==> config.mk <==
export PLATFORM = sky130hd
export DESIGN_NAME = stereo_frame_scheduler
export DESIGN_NICKNAME = d
export VERILOG_FILES = /design/src/rtl/stereo_frame_scheduler.sv
export SDC_FILE = /design/constraint.sdc
export NUM_CORES = 1
export LEC_CHECK = 0
export ABC_AREA = 1
export BUFFER_PORTS_ARGS = -buffer_cell sky130_fd_sc_hd__buf_2
export CORE_MARGIN = 2
export CORE_UTILIZATION = 50
export CTS_CLUSTER_SIZE = 8
export DETAILED_ROUTE_END_ITERATION = 12
export HOLD_SLACK_MARGIN = 0.06
export PLACE_DENSITY = 0.67
export SLEW_MARGIN = 20
export SYNTH_ARGS = -nofsm -noshare
export SYNTH_HDL_FRONTEND = slang
export SYNTH_SLANG_ARGS = --single-unit
==> constraint.sdc <==
create_clock -name clk_in -period 1.7 [get_ports clk_in]
set_input_delay 0.085 -clock clk_in [delete_from_list [all_inputs] [get_ports clk_in]]
set_output_delay 0.085 -clock clk_in [all_outputs]
set_load 0.05 [all_outputs]
==> src/rtl/stereo_frame_scheduler.sv <==
// Shares the line-buffer datapath between the left and right frame BRAMs, one full frame per grant.
// Define STEREO_SCHED_RR_EN for round-robin arbitration; otherwise left (bit0) has fixed priority.
module stereo_frame_scheduler #(
  parameter int HRES         = 640,
  parameter int VRES         = 380,
  parameter int HBLANK       = 4,
  parameter int READ_LATENCY = 2,
  parameter int ADDR_W       = $clog2(HRES * VRES)
) (
  input  logic              clk_in,
  input  logic              rst_in,
  input  logic [1:0]        req_in,
  output logic [1:0]        grant_out,
  output logic [ADDR_W-1:0] frame_addr_out,
  input  logic [7:0]        frame_data_in,
  output logic [7:0]        pixel_out,
  output logic [10:0]       hcount_out,
  output logic [9:0]        vcount_out,
  output logic              data_valid_out,
  output logic              frame_done_out,
  output logic              busy_out
);

  typedef enum logic [1:0] {
    IDLE  = 2'd0,
    ISSUE = 2'd1,
    GAP   = 2'd2,
    DRAIN = 2'd3
  } state_t;

  localparam logic [10:0]       H_LAST     = 11'(HRES - 32'sd1);
  localparam logic [9:0]        V_LAST     = 10'(VRES - 32'sd1);
  localparam logic [7:0]        GAP_LAST   = 8'(HBLANK - 32'sd1);
  localparam logic [7:0]        DRAIN_LAST = 8'(READ_LATENCY);
  localparam logic [ADDR_W-1:0] ADDR_ONE   = ADDR_W'(1'b1);
  localparam bit                NO_GAP     = (HBLANK == 32'sd0);
  localparam int                PIPE_LAST  = READ_LATENCY - 32'sd1;

  state_t            state_r, state_s;
  logic [10:0]       h_r, h_s;
  logic [9:0]        v_r, v_s;
  logic [ADDR_W-1:0] addr_r, addr_s;
  logic [7:0]        gap_r, gap_s;
  logic [7:0]        drain_r, drain_s;
  logic [1:0]        grant_r, grant_s;
  logic              busy_r, busy_s;
  logic [1:0]        pick_s;
  logic              issue_s;

  logic              vld_pipe_r [READ_LATENCY];
  logic [10:0]       h_pipe_r   [READ_LATENCY];
  logic [9:0]        v_pipe_r   [READ_LATENCY];

  logic [7:0]        pixel_r;
  logic [10:0]       hcount_r;
  logic [9:0]        vcount_r;
  logic              data_valid_r;
  logic              frame_done_r;

`ifdef STEREO_SCHED_RR_EN
  logic ptr_r;

  // Preference for the next simultaneous request: the side not just served
  always_ff @(posedge clk_in) begin
    if (rst_in) begin
      ptr_r <= 1'b0;
    end else if ((state_r == IDLE) && (pick_s != 2'b00)) begin
      ptr_r <= pick_s[0];
    end
  end
`endif

  // Arbitration pick, only consumed in IDLE
  always_comb begin
    pick_s = 2'b00;
`ifdef STEREO_SCHED_RR_EN
    if (req_in == 2'b11) begin
      pick_s = ptr_r ? 2'b10 : 2'b01;
    end else if (req_in[0]) begin
      pick_s = 2'b01;
    end else if (req_in[1]) begin
      pick_s = 2'b10;
    end else begin
      pick_s = 2'b00;
    end
`else
    if (req_in[0]) begin
      pick_s = 2'b01;
    end else if (req_in[1]) begin
      pick_s = 2'b10;
    end else begin
      pick_s = 2'b00;
    end
`endif
  end

  // Next-state logic; the address counter mirrors h/v so no multiplier is needed
  always_comb begin
    state_s = state_r;
    h_s     = h_r;
    v_s     = v_r;
    addr_s  = addr_r;
    gap_s   = gap_r;
    drain_s = drain_r;
    grant_s = grant_r;
    busy_s  = busy_r;
    issue_s = 1'b0;
    case (state_r)
      IDLE: begin
        if (pick_s != 2'b00) begin
          grant_s = pick_s;
          busy_s  = 1'b1;
          h_s     = 11'd0;
          v_s     = 10'd0;
          addr_s  = {ADDR_W{1'b0}};
          state_s = ISSUE;
        end else begin
          state_s = IDLE;
        end
      end
      ISSUE: begin
        issue_s = 1'b1;
        if (h_r == H_LAST) begin
          if (v_r == V_LAST) begin
            drain_s = 8'd0;
            state_s = DRAIN;
          end else begin
            h_s = 11'd0;
            v_s = v_r + 10'd1;
            if (NO_GAP) begin
              addr_s  = addr_r + ADDR_ONE;
              state_s = ISSUE;
            end else begin
              gap_s   = 8'd0;
              state_s = GAP;
            end
          end
        end else begin
          h_s    = h_r + 11'd1;
          addr_s = addr_r + ADDR_ONE;
        end
      end
      GAP: begin
        // Address stays on the last pixel of the line until the blank ends
        if (gap_r == GAP_LAST) begin
          addr_s  = addr_r + ADDR_ONE;
          state_s = ISSUE;
        end else begin
          gap_s = gap_r + 8'd1;
        end
      end
      DRAIN: begin
        if (drain_r == DRAIN_LAST) begin
          grant_s = 2'b00;
          busy_s  = 1'b0;
          state_s = IDLE;
        end else begin
          drain_s = drain_r + 8'd1;
        end
      end
      default: begin
        state_s = IDLE;
      end
    endcase
  end

  // Control and address registers
  always_ff @(posedge clk_in) begin
    if (rst_in) begin
      state_r <= IDLE;
      h_r     <= 11'd0;
      v_r     <= 10'd0;
      addr_r  <= {ADDR_W{1'b0}};
      gap_r   <= 8'd0;
      drain_r <= 8'd0;
      grant_r <= 2'b00;
      busy_r  <= 1'b0;
    end else begin
      state_r <= state_s;
      h_r     <= h_s;
      v_r     <= v_s;
      addr_r  <= addr_s;
      gap_r   <= gap_s;
      drain_r <= drain_s;
      grant_r <= grant_s;
      busy_r  <= busy_s;
    end
  end

  // Issue tag delay line, aligned with frame_data_in
  always_ff @(posedge clk_in) begin
    if (rst_in) begin
      for (int i = 32'sd0; i < READ_LATENCY; i++) begin
        vld_pipe_r[i] <= 1'b0;
        h_pipe_r[i]   <= 11'd0;
        v_pipe_r[i]   <= 10'd0;
      end
    end else begin
      vld_pipe_r[0] <= issue_s;
      h_pipe_r[0]   <= h_r;
      v_pipe_r[0]   <= v_r;
      for (int i = 32'sd1; i < READ_LATENCY; i++) begin
        vld_pipe_r[i] <= vld_pipe_r[i - 32'sd1];
        h_pipe_r[i]   <= h_pipe_r[i - 32'sd1];
        v_pipe_r[i]   <= v_pipe_r[i - 32'sd1];
      end
    end
  end

  // Output register toward the line buffer
  always_ff @(posedge clk_in) begin
    if (rst_in) begin
      pixel_r      <= 8'd0;
      hcount_r     <= 11'd0;
      vcount_r     <= 10'd0;
      data_valid_r <= 1'b0;
      frame_done_r <= 1'b0;
    end else begin
      data_valid_r <= vld_pipe_r[PIPE_LAST];
      frame_done_r <= vld_pipe_r[PIPE_LAST] && (h_pipe_r[PIPE_LAST] == H_LAST) &&
                      (v_pipe_r[PIPE_LAST] == V_LAST);
      if (vld_pipe_r[PIPE_LAST]) begin
        pixel_r  <= frame_data_in;
        hcount_r <= h_pipe_r[PIPE_LAST];
        vcount_r <= v_pipe_r[PIPE_LAST];
      end
    end
  end

  assign grant_out      = grant_r;
  assign busy_out       = busy_r;
  assign frame_addr_out = addr_r;
  assign pixel_out      = pixel_r;
  assign hcount_out     = hcount_r;
  assign vcount_out     = vcount_r;
  assign data_valid_out = data_valid_r;
  assign frame_done_out = frame_done_r;

endmodule

---- Yosys cells after proc, flatten, opt, wreduce, memory -nomap -nowiden ----
Memories as Yosys holds them, arrays and structs flattened.
Cells that the tools add are included.
storage, ports and cells
  input bits .............................. 12
  memories ................................ 3
  bits in latches ......................... 0
  output and inout port bits .............. 52
  register bits after elaboration ......... 91
  bits in writable memories ............... 44
  word-level logic and storage cells ...... 105
  bits in read-only memories .............. 0
memory list
  memory      depth  bits a word  rd ports  clocked after Yosys merged registers in  write ports  line  RTL
  h_pipe_r    2      11           2         0                                        2            51    logic [10:0] h_pipe_r [READ_LATENCY];
  v_pipe_r    2      10           2         0                                        2            52    logic [9:0] v_pipe_r [READ_LATENCY];
  vld_pipe_r  2      1            2         0                                        2            50    logic vld_pipe_r [READ_LATENCY];
operators by class
  multiplexer cells ....................... 43
  $add $sub $neg .......................... 5
  reduce and logical (&&, ||, !) cells .... 16
  divide/modulo/power cells ............... 0
  $mul .................................... 0
  eq/ne operators ......................... 19
  order comparisons ....................... 0
  bitwise gates (word level) .............. 6
  shifts and indexed selects .............. 0
operator list
  cell                                                    number
  two-way mux 11 bit                                      5
  two-way mux 18 bit                                      3
  case mux 18 bit (3 select lines)                        1
  two-way mux 10 bit                                      5
  two-way mux 8 bit                                       6
  case mux 8 bit (2 select lines)                         2
  equality test 11 x 10 -> 1 bit (second input constant)  2
  case mux 11 bit (2 select lines)                        1
  equality test 10 x 9 -> 1 bit (second input constant)   2
  case mux 10 bit (2 select lines)                        1
  adder 18 x 1 -> 18 bit (second input constant)          1
  inequality test 2 bit (second input constant)           9
  adder 8 x 1 -> 8 bit (second input constant)            2
  equality test 8 x 2 -> 1 bit (second input constant)    2
  AND reduction 4 bit                                     4
  two-way mux 2 bit                                       6
  adder 11 x 1 -> 11 bit (second input constant)          1
  adder 10 x 1 -> 10 bit (second input constant)          1
  two-way mux 1 bit                                       10
  nonzero test 2 bit                                      5
  AND reduction 3 bit                                     3
  case mux 2 bit (4 select lines)                         1
  bitwise OR 1 bit                                        6
  equality test 2 bit (second input constant)             2
  other kinds (7)                                         8

---- Depth between registers and ports, before layout ----
  depth in word-level cells ............... 5
  mapped depth ............................ 12
  gate-level depth less buffers ........... 11

---- Worst setup path before layout ----
No wires, ideal clock.
  path kind ............................... register to register
  from .................................... reg addr_r[1] (netlist: frame_addr_out[1])
  to ...................................... reg addr_r[16] (netlist: frame_addr_out[16])
  buffers on the path ..................... 0
  arrival time ............................ 1.856 ns
  stages on the path, launching flop included .. 11
  path slack .............................. -0.269 ns
  period minus slack after synthesis ...... 1.969 ns
  data required time ...................... 1.586 ns
  library setup time ...................... 0.114 ns
  cell sequence ........................... dfxtp_1 ha_1 nand3_1 nor2_1 nand3_1 inv_1 nand2_1 nor2_1 nand2_1 nand3_1 nand2_1
between the ends
  longest elaborated chain between the ends .. 3
ends and longest elaborated chain
  item                                          line      RTL
  start: declaration                            42        logic [ADDR_W-1:0] addr_r, addr_s;
  start signal: assignment                      173       addr_r <= {ADDR_W{1'b0}};
  start signal: assignment                      182       addr_r <= addr_s;
  adder 18 x 1 -> 18 bit (*)                    140, 146
  two-way mux 18 bit, on equally long branches  145, 123
  case mux 18 bit (3 select lines) (*)          108       case (state_r)
Every way passes the cells marked *; elsewhere a longest branch is shown, timed or not. The select of a mux whose other input is x is not followed.
A chain may end at the register's enable or synchronous reset.

---- Final worst setup path ----
  from .................................... reg state_r[0]
  to ...................................... reg addr_r[5] (netlist: frame_addr_out[5])
between the ends
  longest elaborated chain between the ends .. 3
ends and longest elaborated chain
  item                                                                          line  RTL
  start: declaration                                                            39    state_t state_r, state_s;
  start signal: assignment                                                      179   state_r <= state_s;
  equality test 2 x 1 -> 1 bit, or another cell as far along                    108
  inequality test 2 bit (no source line) or nonzero test 3 bit (tied branches)  -
  AND reduction 4 bit (no source line)                                          -
Several ways; a longest one is shown, not always the timed one.

==> out/summary.txt <==
==================================================================================
Hold/Removal Path Class                                                     in2reg
CTS tree                                                                     built
Horiz. Die Dim                                                         113 microns
Setup slack of the worst register-to-register path                         0.05 ns
Most used flip-flop cell after synthesis                              sky130_fd_sc_hd__dfxtp_1
Register-to-Register Path Depth                                                  9
Number of CTS-inserted buffers                                                  17
Hold Startpoint                                                             rst_in
Global route overflow                                                            0
Largest net degree at the start of global routing                               33
End of the worst register-to-register path                            frame_addr_out[5]
Routed len/inst                                                       12.4 microns
Crit path kind                                                             reg2reg
Setup repair after global routing missed its margin                           true
Sum of routed wire length over all layers                             13800 microns
Register clock-pin slew on the reported worst setup and hold paths         0.06 ns
Number of synthesized flops with an enable pin                                   0
Mapped cell area                                                        5950 sq um
1st-pass router iterations                                                       9
Post-route fraction of the period consumed by the critical path              96.8%
Antenna violations before repair                                                 0
Placed Cells                                                                  1054
Endpoint of the worst hold path                                       v_pipe_r[0][12]
Cell Pwr Density                                                      1450 nW/um^2
Wire length of the first global-routing pass                          22600 microns
Number of storage elements in the synthesis netlist                            135
Buffers added on ports                                                          63
Signal arrival time at the worst endpoint                                  1.99 ns
Reg-to-reg startpoint                                                   state_r[0]
Total leakage power                                                        3.35 nW
Share of flip-flops with an asynchronous set or reset                           0%
Total nets after synthesis                                                     852
Setup Viol. Count Final                                                          0
Slew HR                                                                      71.0%
Area share of the largest cell type after synthesis                          45.4%
Max cap viols                                                                    0
Gr usage total                                                               21.8%
Violations in the final reports                                       design-rule violations
Sort of element at the end of the critical path                               flop
First DRT Iteration DRCs                                                       341
Buffer type at the clock tree root                                    sky130_fd_sc_hd__clkbuf_16
Number of standard-cell rows in the floorplan                                   39
Number of standard cells after synthesis                                       830
Worst setup slack after layout                                           0.0538 ns
Highest net fanout along the worst path                                          4
Slew Viols, Final                                                                0
Via density per instance                                                      4.99
Post-layout min period                                                     1.65 ns
Sequential cell area fraction in the yosys report                            45.4%
Hpwl dp                                                               9340 microns
Required @ worst endpoint                                                  2.04 ns
Residual DRC count                                                               6
Fin. Hold Viols                                                                  0
Outcome                                                               finished, violations left
Number of nets in the layout                                                   977
Minimum setup slack after placement                                      -0.132 ns
Gp weighted congestion                                                       0.922
Antenna diode count                                                              0
Most area-hungry cell type in the Yosys netlist                       sky130_fd_sc_hd__dfxtp_1
Die outline height                                                     113 microns
Worst hold path depth                                                            2
Transition time at the pin with the least slew margin                     0.435 ns
Die area                                                               12800 sq um
Critical path launch point type                                               flop
Distinct cell type count after synthesis                                        35
Maximum clock rate                                                       0.607 GHz
Vias in the first global route                                                5156
Core Box Area                                                          11500 sq um
Share of final-layout standard cells stronger than drive strength 1          22.5%
Sink count of the clock tree                                                   135
Fin Clk Skew                                                            0.00433 ns
Area added between synthesis and finish                                      29.3%
Synthesis warning total                                                          0
Number of non-filler instances in the completed layout                        1110
CTS H-Tree Depth                                                                 4
Initial Utilization                                                          51.7%
Average size of a mapped cell                                           7.17 sq um
Peak supply drop                                                        0.000861 V
I/O pins                                                                        64
Post-route antenna net violation count                                           0
Post-layout utilization of the core                                          66.8%
Maximum count of clock buffers along a single path                               2
Synth top area cells                                                  sky130_fd_sc_hd__dfxtp_1, sky130_fd_sc_hd__nor2_1, sky130_fd_sc_hd__nand2_1, sky130_fd_sc_hd__inv_1, sky130_fd_sc_hd__o21ai_0
Count of vias placed by the detailed router                                   5534
Clock insertion delay at the later pin of the skew report                  0.41 ns
==================================================================================
## how the worst max path moves through the flow
| stage | start | endpoint |
|---|---|---|
| after floorplan | frame_addr_out[5] | frame_addr_out[16] |
| after global placement | state_r[0] | frame_addr_out[2] |
| after detailed placement | state_r[1] | h_r[10] |
| after CTS | state_r[1] | frame_addr_out[10] |
| after global routing | frame_addr_out[1] | frame_addr_out[16] |
| final | state_r[0] | frame_addr_out[5] |
## routing by layer
metal | track usage [%] | wire length, microns | vias to the layer above
li1 | - | - | 2874
met1 | 26.4 | 6250 | 2522
met2 | 37.4 | 6810 | 120
met3 | 4.45 | 495 | 18
met4 | 9.35 | 224 | 0
met5 | 0 | 0 | -
## timing repair
item                                   4_1_cts  5_1_grt
hold buffers                                10        0
gates resized for setup                      7       42
endpoints found under the hold margin       10        0
buffers inserted                             2       10
gates cloned                                 0        3
pin swaps                                    3        9
setup endpoints to repair                   31       55
## final cells by class
cell class                      count  area, sq um
Clock buffer                       20          457
Clock inverter                     11          195
Fill cell                         986         3820
Inverter                           89          344
Multi-Input combinational cell    582         2930
Sequential cell                   135         2720
Tap cell                          143          179
Timing Repair Buffer              130          860
## registers in the layout, summed over array words and instances (netlist names)
signal and flops:
busy_out 1, data_valid_out 1, drain_r 8, frame_addr_out 18, frame_done_out 1, gap_r 8
grant_out 2, h_pipe_r 22, h_r 11, hcount_out 11, pixel_out 8, state_r 2
v_pipe_r 20, v_r 10, vcount_out 10, vld_pipe_r 2
## critical path: stages, from the launching register on
cell                      delay (ns)
sky130_fd_sc_hd__dfxtp_4        0.38
sky130_fd_sc_hd__inv_2          0.06
sky130_fd_sc_hd__ha_4           0.17
sky130_fd_sc_hd__inv_4          0.07
sky130_fd_sc_hd__nor3_4         0.04
sky130_fd_sc_hd__buf_4          0.14
sky130_fd_sc_hd__nor2_4         0.23
sky130_fd_sc_hd__buf_4          0.19
sky130_fd_sc_hd__nand4_1        0.12
sky130_fd_sc_hd__a21oi_2        0.17
## synth_stat cells, types with 4 or more instances
library cell / number
sky130_fd_sc_hd__o21ai_0: 55
sky130_fd_sc_hd__a21oi_2: 10
sky130_fd_sc_hd__clkbuf_1: 15
sky130_fd_sc_hd__inv_1: 84
sky130_fd_sc_hd__buf_2: 4
sky130_fd_sc_hd__nand2_4: 5
sky130_fd_sc_hd__o21bai_1: 5
sky130_fd_sc_hd__nand2_1: 162
sky130_fd_sc_hd__ha_1: 10
sky130_fd_sc_hd__buf_1: 4
sky130_fd_sc_hd__dfxtp_1: 135
sky130_fd_sc_hd__nand3_1: 33
sky130_fd_sc_hd__xor2_1: 12
sky130_fd_sc_hd__a21oi_1: 34
sky130_fd_sc_hd__nand2_2: 5
sky130_fd_sc_hd__inv_2: 4
sky130_fd_sc_hd__nor3_1: 11
sky130_fd_sc_hd__nand4_1: 19
sky130_fd_sc_hd__nor2_1: 195
## through the flow
| stage | instance area [sq um] | total power [W] | setup TNS, ns | hold WS, ns |
|---|---|---|---|---|
| after floorplan | 5960 | 0.00584 | 0 | 0.220 |
| after global placement | 6670 | 0.00654 | -0.229 | 0.307 |
| after detailed placement | 6670 | 0.00661 | -1.76 | 0.318 |
| after CTS | 7460 | 0.0108 | 0 | 0.0692 |
| after global routing | 7690 | 0.0117 | -0.0964 | 0.0867 |
| final | 7690 | 0.0112 | 0 | 0.0922 |
## report_power, final
group          switching (W)  internal (W)
combinational        0.00227       0.00117
clock                0.00133       0.00268
sequential          0.000208       0.00350
total                0.00381       0.00735
## logic make-up (layout without fill, tap and decap cells)
logic type	after synthesis	after routing	share of synthesized area, %
xor+xnor	14	14	2.06
fa+ha+maj	10	10	2.10
compound gates	109	109	10.1
buf+inv	116	250	7.91
simple gates	446	449	32.4
flops	135	135	45.4
## cells in the final DEF, fill, tap and decap left out, drive strengths merged, types with 3 or more instances in the layout
master       instances
clkinv               4
nor3b                3
ha                  10
clkbuf              20
nand4               21
o21bai               5
bufinv               5
nor2               200
nand3               36
xor2                12
nor3                13
dfxtp              135
a21oi               44
buf                120
dlygate4sd3         10
o21ai               57
inv                 90
nand2              173
No activity file was read; power rests on OpenSTA's default activity.
